<file path="src/rtl/tm1640_rx_pkg.sv">
// Shared definitions for the TM1640 receive path: command codes, FSM states
// and a helper that extracts the command class from the first frame byte.
// Command codes match those used by the tm1640 transmitter.
package tm1640_rx_pkg;

  // Command class lives in bits [7:6] of the first byte of a frame.
  localparam logic [1:0] CMD_DATA = 2'b01;
  localparam logic [1:0] CMD_ADDR = 2'b11;
  localparam logic [1:0] CMD_CTRL = 2'b10;

  localparam int BIT_CNT_W = 3;  // counts 0..7 bits within a byte
  localparam int RAM_DEPTH = 16;

  typedef enum logic [1:0] {
    ST_IDLE      = 2'd0,
    ST_FIRST     = 2'd1,
    ST_DATA      = 2'd2,
    ST_WAIT_STOP = 2'd3
  } rx_state_e;

  function automatic logic [1:0] cmd_type(input logic [7:0] b);
    return b[7:6];
  endfunction

endpackage

</file>
<file path="src/rtl/tm1640_rx_phy.sv">
// Link layer of the TM1640 receiver: synchronises tm_clk/tm_din, detects
// START/STOP, shifts in LSB-first bits and flags completed bytes.
// Ports: clk/rst; tm_clk/tm_din async pins; bit_en (frame open) from the FSM;
// registered 1-cycle pulses byte_valid/frame_start/frame_stop/frame_err;
// byte_data holds the last completed byte.
module tm1640_rx_phy
  import tm1640_rx_pkg::*;
#(
  parameter int SYNC_STAGES = 2
) (
  input  logic       clk,
  input  logic       rst,
  input  logic       tm_clk,
  input  logic       tm_din,
  input  logic       bit_en,
  output logic       byte_valid,
  output logic [7:0] byte_data,
  output logic       frame_start,
  output logic       frame_stop,
  output logic       frame_err
);

  logic [SYNC_STAGES-1:0] clk_sync_q, clk_sync_d;
  logic [SYNC_STAGES-1:0] din_sync_q, din_sync_d;
  logic                   clk_h_q, clk_h_d;
  logic                   din_h_q, din_h_d;
  logic [7:0]             shreg_q, shreg_d;
  logic [BIT_CNT_W-1:0]   bit_cnt_q, bit_cnt_d;
  logic                   byte_valid_q, byte_valid_d;
  logic [7:0]             byte_data_q, byte_data_d;
  logic                   frame_start_q, frame_start_d;
  logic                   frame_stop_q, frame_stop_d;
  logic                   frame_err_q, frame_err_d;

  logic clk_s, din_s, clk_rise, start_det, stop_det;

  assign clk_s = clk_sync_q[SYNC_STAGES-1];
  assign din_s = din_sync_q[SYNC_STAGES-1];

  // START/STOP need clk high in both samples, so a data change landing in
  // the same cycle as a clock edge is treated as the clock edge only.
  assign clk_rise  = clk_s & ~clk_h_q;
  assign start_det = clk_s & clk_h_q & din_h_q & ~din_s;
  assign stop_det  = clk_s & clk_h_q & ~din_h_q & din_s;

  always_comb begin
    clk_sync_d    = {clk_sync_q[SYNC_STAGES-2:0], tm_clk};
    din_sync_d    = {din_sync_q[SYNC_STAGES-2:0], tm_din};
    clk_h_d       = clk_s;
    din_h_d       = din_s;
    shreg_d       = shreg_q;
    bit_cnt_d     = bit_cnt_q;
    byte_valid_d  = 1'b0;
    byte_data_d   = byte_data_q;
    frame_start_d = start_det;
    frame_stop_d  = stop_det;
    frame_err_d   = (start_det | stop_det) & (bit_cnt_q != '0);
    if (start_det || stop_det) begin
      bit_cnt_d = '0;
    end else if (clk_rise && bit_en) begin
      shreg_d   = {din_s, shreg_q[7:1]};
      bit_cnt_d = bit_cnt_q + 1'b1;  // wraps to 0 after the 8th bit
      if (bit_cnt_q == '1) begin
        byte_valid_d = 1'b1;
        byte_data_d  = shreg_d;
      end
    end
  end

  // Synchronisers reset low: both pins then rise together, so a high idle
  // bus after reset never looks like a STOP.
  always_ff @(posedge clk) begin
    if (rst) begin
      clk_sync_q    <= '0;
      din_sync_q    <= '0;
      clk_h_q       <= 1'b0;
      din_h_q       <= 1'b0;
      shreg_q       <= '0;
      bit_cnt_q     <= '0;
      byte_valid_q  <= 1'b0;
      byte_data_q   <= '0;
      frame_start_q <= 1'b0;
      frame_stop_q  <= 1'b0;
      frame_err_q   <= 1'b0;
    end else begin
      clk_sync_q    <= clk_sync_d;
      din_sync_q    <= din_sync_d;
      clk_h_q       <= clk_h_d;
      din_h_q       <= din_h_d;
      shreg_q       <= shreg_d;
      bit_cnt_q     <= bit_cnt_d;
      byte_valid_q  <= byte_valid_d;
      byte_data_q   <= byte_data_d;
      frame_start_q <= frame_start_d;
      frame_stop_q  <= frame_stop_d;
      frame_err_q   <= frame_err_d;
    end
  end

  assign byte_valid  = byte_valid_q;
  assign byte_data   = byte_data_q;
  assign frame_start = frame_start_q;
  assign frame_stop  = frame_stop_q;
  assign frame_err   = frame_err_q;

endmodule

</file>
<file path="src/rtl/tm1640_rx.sv">
// TM1640 receiver/display emulator: frame FSM, command decode, 16x8 RAM.
// Ports: clk/rst; tm_clk/tm_din pins; byte/frame event pulses; ram_we/waddr/
// wdata write strobe; rd_addr -> rd_data combinational readback; control state.
module tm1640_rx
  import tm1640_rx_pkg::*;
#(
  parameter int SYNC_STAGES = 2
) (
  input  logic       clk,
  input  logic       rst,
  input  logic       tm_clk,
  input  logic       tm_din,
  output logic       byte_valid,
  output logic [7:0] byte_data,
  output logic       frame_start,
  output logic       frame_stop,
  output logic       frame_err,
  output logic       cmd_err,
  output logic       ram_we,
  output logic [3:0] ram_waddr,
  output logic [7:0] ram_wdata,
  input  logic [3:0] rd_addr,
  output logic [7:0] rd_data,
  output logic       disp_on,
  output logic [2:0] brightness,
  output logic       fixed_addr
);

  rx_state_e  state_q, state_d;
  logic [3:0] addr_q, addr_d;
  logic       fixed_addr_q, fixed_addr_d;
  logic       disp_on_q, disp_on_d;
  logic [2:0] brightness_q, brightness_d;
  logic [7:0] ram_q [RAM_DEPTH];
  logic [7:0] ram_d [RAM_DEPTH];

  tm1640_rx_phy #(.SYNC_STAGES(SYNC_STAGES)) u_phy (
    .clk         (clk),
    .rst         (rst),
    .tm_clk      (tm_clk),
    .tm_din      (tm_din),
    .bit_en      (state_q != ST_IDLE),
    .byte_valid  (byte_valid),
    .byte_data   (byte_data),
    .frame_start (frame_start),
    .frame_stop  (frame_stop),
    .frame_err   (frame_err)
  );

  // Decode acts in the cycle byte_valid is high; write strobe and cmd_err
  // are combinational from registered state so they line up with it.
  always_comb begin
    state_d      = state_q;
    addr_d       = addr_q;
    fixed_addr_d = fixed_addr_q;
    disp_on_d    = disp_on_q;
    brightness_d = brightness_q;
    ram_d        = ram_q;
    ram_we       = 1'b0;
    ram_waddr    = addr_q;
    ram_wdata    = byte_data;
    cmd_err      = 1'b0;
    if (frame_start) begin
      state_d = ST_FIRST;  // also covers re-START inside a frame
    end else if (frame_stop) begin
      state_d = ST_IDLE;
    end else if (byte_valid) begin
      case (state_q)
        ST_FIRST: begin
          case (cmd_type(byte_data))
            CMD_DATA: begin
              fixed_addr_d = byte_data[2];
              state_d      = ST_WAIT_STOP;
            end
            CMD_ADDR: begin
              addr_d  = byte_data[3:0];
              state_d = ST_DATA;
            end
            CMD_CTRL: begin
              disp_on_d    = byte_data[3];
              brightness_d = byte_data[2:0];
              state_d      = ST_WAIT_STOP;
            end
            default: begin
              cmd_err = 1'b1;
              state_d = ST_WAIT_STOP;
            end
          endcase
        end
        ST_DATA: begin
          ram_we         = 1'b1;
          ram_d[addr_q]  = byte_data;
          if (!fixed_addr_q) addr_d = addr_q + 4'd1;  // 15 wraps to 0
        end
        default: ;  // WAIT_STOP: byte is reported but not decoded
      endcase
    end
  end

  always_ff @(posedge clk) begin
    if (rst) begin
      state_q      <= ST_IDLE;
      addr_q       <= '0;
      fixed_addr_q <= 1'b0;
      disp_on_q    <= 1'b0;
      brightness_q <= '0;
      ram_q        <= '{default: '0};
    end else begin
      state_q      <= state_d;
      addr_q       <= addr_d;
      fixed_addr_q <= fixed_addr_d;
      disp_on_q    <= disp_on_d;
      brightness_q <= brightness_d;
      ram_q        <= ram_d;
    end
  end

  // Reads the registered array, so a same-cycle write shows the old value.
  assign rd_data    = ram_q[rd_addr];
  assign disp_on    = disp_on_q;
  assign brightness = brightness_q;
  assign fixed_addr = fixed_addr_q;

endmodule

</file>
<file path="config.mk">
export PLATFORM = sky130hd
export DESIGN_NAME = tm1640_rx
export DESIGN_NICKNAME = d
export VERILOG_FILES = /design/src/rtl/tm1640_rx_pkg.sv /design/src/rtl/tm1640_rx_phy.sv /design/src/rtl/tm1640_rx.sv
export SDC_FILE = /design/constraint.sdc
export NUM_CORES = 1
export LEC_CHECK = 0
export CAP_MARGIN = 0
export CELL_PAD_IN_SITES_DETAIL_PLACEMENT = 1
export CELL_PAD_IN_SITES_GLOBAL_PLACEMENT = 1
export CORE_ASPECT_RATIO = 2
export CORE_MARGIN = 2
export CORE_UTILIZATION = 43
export CTS_CLUSTER_SIZE = 30
export DETAILED_ROUTE_END_ITERATION = 16
export PLACE_DENSITY = 0.73
export SYNTH_ARGS = -nofsm -noshare
export SYNTH_HDL_FRONTEND = slang
export SYNTH_HIERARCHICAL = 1
export SYNTH_SLANG_ARGS = --single-unit
</file>
<file path="constraint.sdc">
create_clock -name clk -period 4.8 [get_ports clk]
set_clock_uncertainty 0.2 [all_clocks]
set_input_delay 0.48 -clock clk [delete_from_list [all_inputs] [get_ports clk]]
set_output_delay 0.48 -clock clk [all_outputs]
set_load 0.005 [all_outputs]
</file>
==> metrics.cfg <==
[status]
status = finished, final reports clean

[critical_path]
crit_type = primary input to primary output
worstReg2RegEnd = ram_q[83]
ff2ff_setup_slack_ns = 2.54
slowest_delay_ns = 0.80
cp_common_cell = clkdlybuf4s50_1
cp_max_fo = 24
crit_chain = clkdlybuf4s50_1 -> buf_12 -> mux4_2 -> a22oi_1 -> nand2_1 -> clkdlybuf4s50_1
reg2reg_from = ram_waddr[2]
startpoint = rd_addr[1]
slowest_stage = clkdlybuf4s50_1
crit_path_start_kind = primary input
required_ns = 4.12
worst-r2r-cell-count = 4
end_kind = primary output
critPathArrivalTime_ns = 2.85

[flow_run]
cap_violations = 0

[sta]
hold_ws_ns = 0.2273
hold_violations = 0
worst_pin_slew_ns = 0.9380
max_freq_mhz = 283.4
maxSlewHeadroom_pct = 37.38
period_share_pct = 73.51
rsz0062_at_grt = no
finalMaxSlewViolations = 0
setup_viol = 0
period_minus_slack_ns = 3.528
tns_ns = 0

[cts]
cts_buffers = 17
clock_sinks = 167
cts_tree = built
clk_path_buf_depth = 2
cts-root-buf = clkbuf_16
cts_setup_buffers = 0
cts_hold_buffers = 0
htreeDepth = 4
clkTransAtPathRegs_ns = 0.07
cts-resized-gates = 0
clock_latency_ns = 0.44

[logic_synthesis]
synth-seq-cells = 167
syn_inst = 688
synth_ff_type = dfxtp_1
synth-seq-area-share_pct = 44.48
postSynthAreaPerCell_um2 = 10.92
synth_area_um2 = 7516
synthArstFlopShare_pct = 0
syn-num-nets = 703
ys_warn_count = 6
synth_edf_count = 0
yosys.cell_types.count = 43

[global_routing]
grt_pass1_wl_um = 31080
grt_max_degree = 76
gr-usage-all-layers_pct = 21.50
antenna_found_initial = 0
grt_overflow = 0
grt_pass1_vias = 5585

[drt]
drt_pre_antenna_iters = 4
drc_errors = 0
avgRoutedWirePerCell_um = 20.67
drtIter0Drc = 222
viasPerCell = 5.533
vias = 5107
wl_um = 19080
ant_nets = 0

[floorplanning]
dieArea_um2 = 18620
core_area_um2 = 17190
num_rows = 68
boundaryPins = 47
die_x_um = 97.49
start_util_pct = 43.73
dieHeight_um = 191.0

[final_layout]
diodes = 0
syn_to_final_growth_pct = 13.97
nets = 715
drive_gt1_share_pct = 14.87

[power_and_ir_drop]
p_total_w = 0.002851
p_leak_nw = 4.260
powerDensity_nw_per_um2 = 332.9
ir_drop_v = 0.0002644

[worst_hold_path]
min_delay_path_depth = 2
hp-start = rst
hold_path.class = primary input to flop
min_to = ram_q[65]

[placed_design]
dp_hpwl_um = 13080
place.gp.congestion = 0.7841
io_buffers = 46

## synthesized netlist by cell type (2+ instances only)
master    number  area [um^2]
mux4_2        32        720.7
nand2_1       30        112.6
buf_1          4        15.01
nand4b_2       2        30.03
nor3_1         2        10.01
nand4_4       14        297.8
nor2_1       151        566.8
ha_1           7        87.58
and4b_1        2        20.02
inv_1          6        22.52
a21oi_1        4        20.02
a22oi_1       16        120.1
nand3_1        2        10.01
dfxtp_1      167         3343
nand4_2        2        25.02
clkbuf_1      30        112.6
buf_2          9        45.04
nor3b_1        3        22.52
nor2b_1       11        68.82
a21oi_2        8        70.07
mux2i_1      143         1431
nand4b_1       2        17.52
buf_4         10        75.07
buf_6          5        56.30
o21ai_0        5        25.02
and2_1         4        25.02
## sequential cells by signal, indices dropped and copies added, names as in the netlist
signal	count
ram_q	128
u_phy/byte_data	8
u_phy/shreg_q	7
ram_waddr	4
brightness	3
u_phy/bit_cnt_q	3
state_q	2
u_phy/clk_sync_q	2
u_phy/din_sync_q	2
disp_on	1
fixed_addr	1
u_phy/byte_valid	1
u_phy/clk_h_q	1
u_phy/din_h_q	1
u_phy/frame_err	1
u_phy/frame_start	1
u_phy/frame_stop	1
## cells in the final DEF (no fill, tap or decap), types with 3 or more instances in the layout
cell type        synthesis  final
nor3b_1                  3      3
dfxtp_1                167    167
clkdlybuf4s50_1          0     44
nand4_4                 14     14
a21oi_2                  8      8
inv_1                    6      6
nand2_1                 30     30
and2_1                   4      4
a22oi_1                 16     16
a21oi_1                  4      4
nor2_1                 151    151
ha_1                     7      7
o21ai_0                  5      5
mux2i_1                143    143
nor2b_1                 11     11
clkinv_4                 0      6
mux4_2                  32     32
buf_4                   10      7
clkbuf_16                0     17
## metal layers
metal / global-route usage (%) / wire length (um) / up-vias
li1: - / - / 2415
met1: 21.75 / 6921 / 2589
met2: 43.55 / 11360 / 75
met3: 2.925 / 393 / 28
met4: 7.799 / 401 / 0
met5: 0 / 0 / -
## how the worst max path moves through the flow
stage	end	slack [ns]	depth (start not counted)
after floorplan	rd_data[2]	2.54	5
after global placement	rd_data[0]	1.26	6
after detailed placement	rd_data[0]	1.28	6
after CTS	rd_data[0]	1.28	6
after global routing	rd_data[0]	1.18	6
final	rd_data[0]	1.27	6
## final cells by class
| class | count | area (um^2) |
|---|---|---|
| Sequential cell | 167 | 3343 |
| Multi-Input combinational cell | 455 | 3817 |
| Fill cell | 1853 | 8621 |
| Tap cell | 210 | 262.8 |
| Clock inverter | 14 | 172.7 |
| Timing Repair Buffer | 53 | 518.0 |
| Inverter | 6 | 22.52 |
| Clock buffer | 18 | 429.2 |
## stage by stage
step | util (%) | area [um^2] | std cells | worst slack, ns
2_1_floorplan | - | 7516 | 688 | 2.543
3_3_place_gp | 46.34 | 7964 | 891 | 1.265
3_5_place_dp | 46.34 | 7964 | 891 | 1.279
4_1_cts | 49.84 | 8566 | 923 | 1.280
5_1_grt | 49.84 | 8566 | 923 | 1.178
6_report | 49.84 | 8566 | 923 | 1.272
## power by group
group	leakage, nW	switching (W)	internal (W)	total [W]
Clock	0.291	0.000614	0.000783	0.00140
Combinational	2.62	0.0000449	0.0000210	0.0000659
Sequential	1.35	0.00000177	0.00139	0.00139
Total	4.26	0.000661	0.00219	0.00285
## critical path, delay by kind of cell
family                 cells  cell delay (ns)
muxes                      1             0.52
buffers and inverters      3             1.50
AOI/OAI and AO/OA          1             0.25
and+or+nand+nor            1             0.08
## kinds of logic after synthesis
group | after synthesis | share of synthesized area [%]
fa+ha+maj | 7 | 1.165
buf+inv | 66 | 4.728
xor+xnor | 2 | 0.2331
simple gates | 233 | 16.96
compound gates | 37 | 3.646
mux | 176 | 28.78
flops | 167 | 44.48
No activity file was read; power rests on OpenSTA's default activity.
